**src/rtl/stopwatch_bcd_core.sv**
```systemverilog
// Four-digit BCD stopwatch core (00.00 .. 99.99 in hundredths of a second).
// Start/stop, clear and lap buttons are synchronised and debounced, a
// three-state FSM gates the prescaler, and a free-running divider produces
// the display scan clock. Define STOPWATCH_LAP_EN to build the lap freeze
// feature; without it btn_lap is ignored and digits always shows the live count.

module stopwatch_bcd_debounce #(
  parameter int DEB_CYCLES = 1_000_000
) (
  input  logic clk,
  input  logic reset,
  input  logic raw,
  output logic pulse
);
  localparam int CW = $clog2(DEB_CYCLES + 1);
  localparam logic [CW-1:0] CNT_LAST = CW'(DEB_CYCLES - 1);

  logic          sync_meta;
  logic          sync_q;
  logic          level;
  logic          level_q;
  logic          armed;
  logic [1:0]    settle;
  logic [CW-1:0] cnt;

  // Synchronise, debounce, and arm edge detection once the input is seen low after reset
  always_ff @(posedge clk or posedge reset) begin
    if (reset) begin
      sync_meta <= 1'b0;
      sync_q    <= 1'b0;
      level     <= 1'b0;
      level_q   <= 1'b0;
      armed     <= 1'b0;
      settle    <= 2'b00;
      cnt       <= '0;
    end else begin
      sync_meta <= raw;
      sync_q    <= sync_meta;
      level_q   <= level;
      settle    <= {settle[0], 1'b1};
      if (settle[1] && !sync_q) begin
        armed <= 1'b1;
      end
      if (sync_q != level) begin
        if (cnt == CNT_LAST) begin
          level <= sync_q;
          cnt   <= '0;
        end else begin
          cnt <= cnt + 1'b1;
        end
      end else begin
        cnt <= '0;
      end
    end
  end

  // A held-through-reset button never fires until it has been released once
  assign pulse = armed & level & ~level_q;
endmodule

module stopwatch_bcd_core #(
  parameter int TICK_DIV   = 1_000_000,
  parameter int DEB_CYCLES = 1_000_000,
  parameter int SCAN_DIV   = 100_000
) (
  input  logic        clk,
  input  logic        reset,
  input  logic        btn_start,
  input  logic        btn_clear,
  input  logic        btn_lap,
  output logic [15:0] digits,
  output logic        running,
  output logic        scan_clk
);
  localparam int PW        = (TICK_DIV > 1) ? $clog2(TICK_DIV) : 1;
  localparam logic [PW-1:0] TICK_LAST = PW'(TICK_DIV - 1);
  localparam int SCAN_HALF = SCAN_DIV / 2;
  localparam int SW        = (SCAN_HALF > 1) ? $clog2(SCAN_HALF) : 1;
  localparam logic [SW-1:0] SCAN_LAST = SW'(SCAN_HALF - 1);

  typedef enum logic [1:0] {IDLE, RUN, PAUSE} state_t;

  state_t        state;
  state_t        next_state;
  logic          start_p;
  logic          clear_p;
  logic          clear_cmd;
  logic          tick;
  logic [PW-1:0] presc;
  logic [3:0]    hund_units;
  logic [3:0]    hund_tens;
  logic [3:0]    sec_units;
  logic [3:0]    sec_tens;
  logic [15:0]   live;
  logic [SW-1:0] scan_cnt;

  stopwatch_bcd_debounce #(.DEB_CYCLES(DEB_CYCLES)) u_deb_start (
    .clk(clk), .reset(reset), .raw(btn_start), .pulse(start_p)
  );

  stopwatch_bcd_debounce #(.DEB_CYCLES(DEB_CYCLES)) u_deb_clear (
    .clk(clk), .reset(reset), .raw(btn_clear), .pulse(clear_p)
  );

  // FSM state register
  always_ff @(posedge clk or posedge reset) begin
    if (reset) begin
      state <= IDLE;
    end else begin
      state <= next_state;
    end
  end

  // Next state: clear beats start outside RUN, start beats clear inside RUN
  always_comb begin
    next_state = state;
    clear_cmd  = 1'b0;
    case (state)
      IDLE: begin
        if (clear_p) begin
          clear_cmd = 1'b1;
        end else if (start_p) begin
          next_state = RUN;
        end
      end
      RUN: begin
        if (start_p) begin
          next_state = PAUSE;
        end
      end
      PAUSE: begin
        if (clear_p) begin
          clear_cmd  = 1'b1;
          next_state = IDLE;
        end else if (start_p) begin
          next_state = RUN;
        end
      end
      default: next_state = IDLE;
    endcase
  end

  assign running = (state == RUN);
  assign tick    = (state == RUN) && (presc == TICK_LAST);
  assign live    = {sec_tens, sec_units, hund_tens, hund_units};

  // Prescaler advances only in RUN and holds in PAUSE; each tick bumps the BCD count with carries
  always_ff @(posedge clk or posedge reset) begin
    if (reset) begin
      presc      <= '0;
      hund_units <= 4'd0;
      hund_tens  <= 4'd0;
      sec_units  <= 4'd0;
      sec_tens   <= 4'd0;
    end else if (clear_cmd) begin
      presc      <= '0;
      hund_units <= 4'd0;
      hund_tens  <= 4'd0;
      sec_units  <= 4'd0;
      sec_tens   <= 4'd0;
    end else if (state == RUN) begin
      if (tick) begin
        presc <= '0;
        if (hund_units == 4'd9) begin
          hund_units <= 4'd0;
          if (hund_tens == 4'd9) begin
            hund_tens <= 4'd0;
            if (sec_units == 4'd9) begin
              sec_units <= 4'd0;
              if (sec_tens == 4'd9) begin
                sec_tens <= 4'd0;
              end else begin
                sec_tens <= sec_tens + 4'd1;
              end
            end else begin
              sec_units <= sec_units + 4'd1;
            end
          end else begin
            hund_tens <= hund_tens + 4'd1;
          end
        end else begin
          hund_units <= hund_units + 4'd1;
        end
      end else begin
        presc <= presc + 1'b1;
      end
    end
  end

`ifdef STOPWATCH_LAP_EN
  logic        lap_p;
  logic        frozen;
  logic [15:0] snap;

  stopwatch_bcd_debounce #(.DEB_CYCLES(DEB_CYCLES)) u_deb_lap (
    .clk(clk), .reset(reset), .raw(btn_lap), .pulse(lap_p)
  );

  // Lap toggles the freeze outside IDLE, capturing the live count as it freezes
  always_ff @(posedge clk or posedge reset) begin
    if (reset) begin
      frozen <= 1'b0;
      snap   <= 16'h0000;
    end else if (clear_cmd) begin
      frozen <= 1'b0;
    end else if (lap_p && (state != IDLE)) begin
      if (!frozen) begin
        snap <= live;
      end
      frozen <= !frozen;
    end
  end

  assign digits = frozen ? snap : live;
`else
  logic unused_lap;
  assign unused_lap = btn_lap;
  assign digits     = live;
`endif

  // Free-running scan divider, independent of the FSM
  always_ff @(posedge clk or posedge reset) begin
    if (reset) begin
      scan_cnt <= '0;
      scan_clk <= 1'b0;
    end else if (scan_cnt == SCAN_LAST) begin
      scan_cnt <= '0;
      scan_clk <= ~scan_clk;
    end else begin
      scan_cnt <= scan_cnt + 1'b1;
    end
  end
endmodule
```
**config.mk**
```make
export PLATFORM = sky130hd
export DESIGN_NAME = stopwatch_bcd_core
export DESIGN_NICKNAME = d
export VERILOG_FILES = /design/src/rtl/stopwatch_bcd_core.sv
export SDC_FILE = /design/constraint.sdc
export NUM_CORES = 1
export LEC_CHECK = 0
export CORE_MARGIN = 2
export CORE_UTILIZATION = 35
export DETAILED_ROUTE_END_ITERATION = 10
export SKIP_CTS_REPAIR_TIMING = 1
export SLEW_MARGIN = 5
export SYNTH_ARGS = -nofsm -noshare
export SYNTH_HDL_FRONTEND = slang
export SYNTH_SLANG_ARGS = --single-unit
export TNS_END_PERCENT = 30
```
**constraint.sdc**
```tcl
create_clock -name clk -period 3.72 [get_ports clk]
set_input_delay 0.558 -clock clk [delete_from_list [all_inputs] [get_ports clk]]
set_output_delay 0.558 -clock clk [all_outputs]
set_load 0.005 [all_outputs]
```
==> metrics.txt <==
RSZ-0062 raised after global routing no; VDD IR max 0.198 mV; Port Buffers 21; number of global-route vias before repair 3589; Seq pwr share 0.502; fillcell total 1387; CTS tree yes; max-slew violations 0; Pre-antenna DRT Iters 4; number of enable flip-flop cells after synthesis 0; initial antenna violation count 0; Total Routing Usage GR 0.130; H-tree levels 3; YS warnings 0; switching share of power 0.200; crit path max fanout 12; Post-route DRC 0; cells on worst reg2reg path 5; switching pwr 470 uW; area of the mapped netlist 5160 um^2; share of layout cells above drive strength 1 0.0631; dpl cells 707; CTS buffer count 9; Final TNS setup 0 ns; main flop type after synthesis dfrtp_1; gr ovfl total 0; outcome finished clean; asr flop ratio synth 1.00; DIE HEIGHT 125 um; total number of vias 3638; final setup vio count 0; FF+latch count, synth 107; Sink Count 107; Avg WL per Cell 13.1 um; Vias/cell 5.03; DIE AREA 15700 um^2; Rows 44; Layout Cells excl Fill 723; Clk pin slew, worst setup/hold paths 0.07 ns; first-pass GRT wire length 17.0 mm; CP Data Arrival Time 2.75 ns; Final nets 551; Yosys cell types 53; endpoint class of the critical path register; Crit path required time 4.00 ns; Syn Inst Count 515; Hold Vio Cnt, Final 0; Tot Pwr 2.35 mW; CTS Root Cell clkbuf_16; clk_lat worst skew 0.35 ns; Peak Freq 0.405 GHz; Setup CP Type reg2reg; ant diodes 0; ANT nets after route 0; clk buf depth 2; Comb pwr share 0.019; Die X 125 um; Core ar. 14500 um^2; Area growth, synth to finish 14.4%; crit share post-route 0.664; Post-DP HPWL 6.50 mm; Lkg Pwr 2.55 nW; Max-slew headroom 0.467; Hold Path Class reg2reg; Worst Hold Depth 0; Clock power frac 0.479; Worst setup SP type register; PwrDens 398 nW/um^2; clk_skew 0.00701 ns; Post-Synthesis Net Count 532; sequential share of the synthesized area 0.519; Starting Density 0.357; max cap viols 0; Tightest Pin Transition 0.795 ns; I/O pin count 23; Pint 1.88 mW; Syn Area/Cell 10.0 um^2; starting DRC count in detailed routing 190; largest net degree at the start of global routing 65; GP Congestion 0.761; Post-Route WL 9.48 mm; minimum clock period 2.47 ns
==> path summary, 6_finish.rpt <==
| check | to | from | slack [ns] |
|---|---|---|---|
| max | sec_tens[0]$_DFFE_PP0P_ | state[1]$_DFFE_PP0P_ | 1.25 |
| min | u_deb_clear.settle[1]$_DFF_PP0_ | u_deb_clear.settle[0]$_DFF_PP0_ | 0.35 |
| max reg2reg | sec_tens[0]$_DFFE_PP0P_ | state[1]$_DFFE_PP0P_ | 1.25 |
| min reg2reg | u_deb_clear.settle[1]$_DFF_PP0_ | u_deb_clear.settle[0]$_DFF_PP0_ | 0.35 |
| max in group asynchronous | u_deb_start.cnt[8]$_DFF_PP0_ | reset | 2.17 |
| min in group asynchronous | scan_clk$_DFFE_PP0N_ | reset | 0.70 |
==> registers in the layout (all words and copies together), names as in the netlist, 4 cells and up <==
| signal | flops |
|---|---|
| u_deb_clear.cnt | 20 |
| hund_tens | 4 |
| scan_cnt | 16 |
| sec_tens | 4 |
| hund_units | 4 |
| presc | 20 |
| u_deb_start.cnt | 20 |
| sec_units | 4 |
==> stage by stage <==
step / hold WS, ns / util / worst slack [ns] / cell area (um^2)
floorplan: 0.331 / - / 0.345 / 5160
finish: 0.350 / 0.408 / 1.25 / 5910
global route: 0.370 / 0.408 / 1.07 / 5910
CTS: 0.351 / 0.408 / 1.25 / 5910
detailed placement: 0.335 / 0.383 / 1.26 / 5550
global placement: 0.336 / 0.383 / 1.29 / 5550
==> final cells by class <==
type	instances	area, um^2	area share
timing repair buffer	23	225	0.0381
clock inverter	5	108	0.0182
sequential	107	2680	0.453
inverter	16	62.6	0.0106
tap	184	230	0.0390
clock buffer	11	253	0.0428
multi-input combinational	377	2350	0.398
==> cells in the mapped netlist (all sizes together) (2+ instances only) <==
library cell | count | area share
a211oi | 3 | 0.0044
a21o | 3 | 0.0046
a21oi | 11 | 0.011
a22o | 2 | 0.0034
and2 | 3 | 0.0039
and3 | 10 | 0.012
and3b | 3 | 0.0056
and4 | 6 | 0.010
buf | 4 | 0.0051
clkbuf | 10 | 0.0073
dfrtp | 107 | 0.52
ha | 12 | 0.029
inv | 15 | 0.011
mux2 | 2 | 0.0044
mux2i | 2 | 0.0039
nand2 | 41 | 0.030
nand2b | 2 | 0.0024
nand3 | 38 | 0.037
nand3b | 2 | 0.0029
nand4 | 20 | 0.025
nor2 | 85 | 0.062
nor2b | 4 | 0.0048
nor3 | 9 | 0.0087
nor4 | 7 | 0.011
nor4b | 4 | 0.0068
o21ai | 10 | 0.0097
or2 | 2 | 0.0024
or3 | 8 | 0.0097
or4 | 5 | 0.0080
xnor2 | 28 | 0.047
xor2 | 42 | 0.071
==> per-layer routing <==
layer  vias up  share of wire  GRT usage
li1       1800              -          -
met1      1789           0.50      0.176
met2        37           0.46      0.205
met3        12          0.031     0.0338
met4         0          0.014     0.0399
met5         -              0          0
==> worst max-delay path, cell delays in order, from the launching register on <==
cell and delay (ns):
dfrtp_1 0.40, or4b_4 0.56, nor4_4 0.39, nand2_1 0.32, or4_1 0.58, a21oi_1 0.15
==> cells by family (layout without fill, tap and decap cells) <==
group | after synthesis | count (layout) | synth area share
compound gates | 36 | 36 | 0.0436
xor+xnor | 70 | 70 | 0.119
fa+ha+maj | 12 | 12 | 0.0291
buf+inv | 31 | 55 | 0.0264
flops | 107 | 107 | 0.519
mux | 4 | 4 | 0.00824
other cells | 1 | 1 | 0.000726
simple gates | 254 | 254 | 0.255
==> layout by cell type (no fill, tap or decap), types with 3 or more instances in the layout <==
cell and instances:
or4_1 4, nor4b_1 4, nor2b_1 4, and3_1 10, dfrtp_1 107, a211oi_1 3, nor4_1 6, nor3_1 9
xor2_1 42, or3_1 8, xnor2_1 28, clkbuf_16 9, bufinv_16 3, and4_1 6, nor2_1 85, o21ai_0 10
nand3_1 38, ha_1 12, a21oi_1 11, inv_1 14, nand4_1 19, nand2_1 41, clkdlybuf4s50_1 21
==> power groups by stage <==
stage	Combinational, mW	Clock (mW)	Sequential [mW]
global placement	0.0469	0	1.20
floorplan	0.0329	0	1.20
global route	0.0557	1.20	1.18
CTS	0.0481	1.16	1.18
finish	0.0454	1.13	1.18
detailed placement	0.0479	0	1.20
No activity file was read; power rests on OpenSTA's default activity.
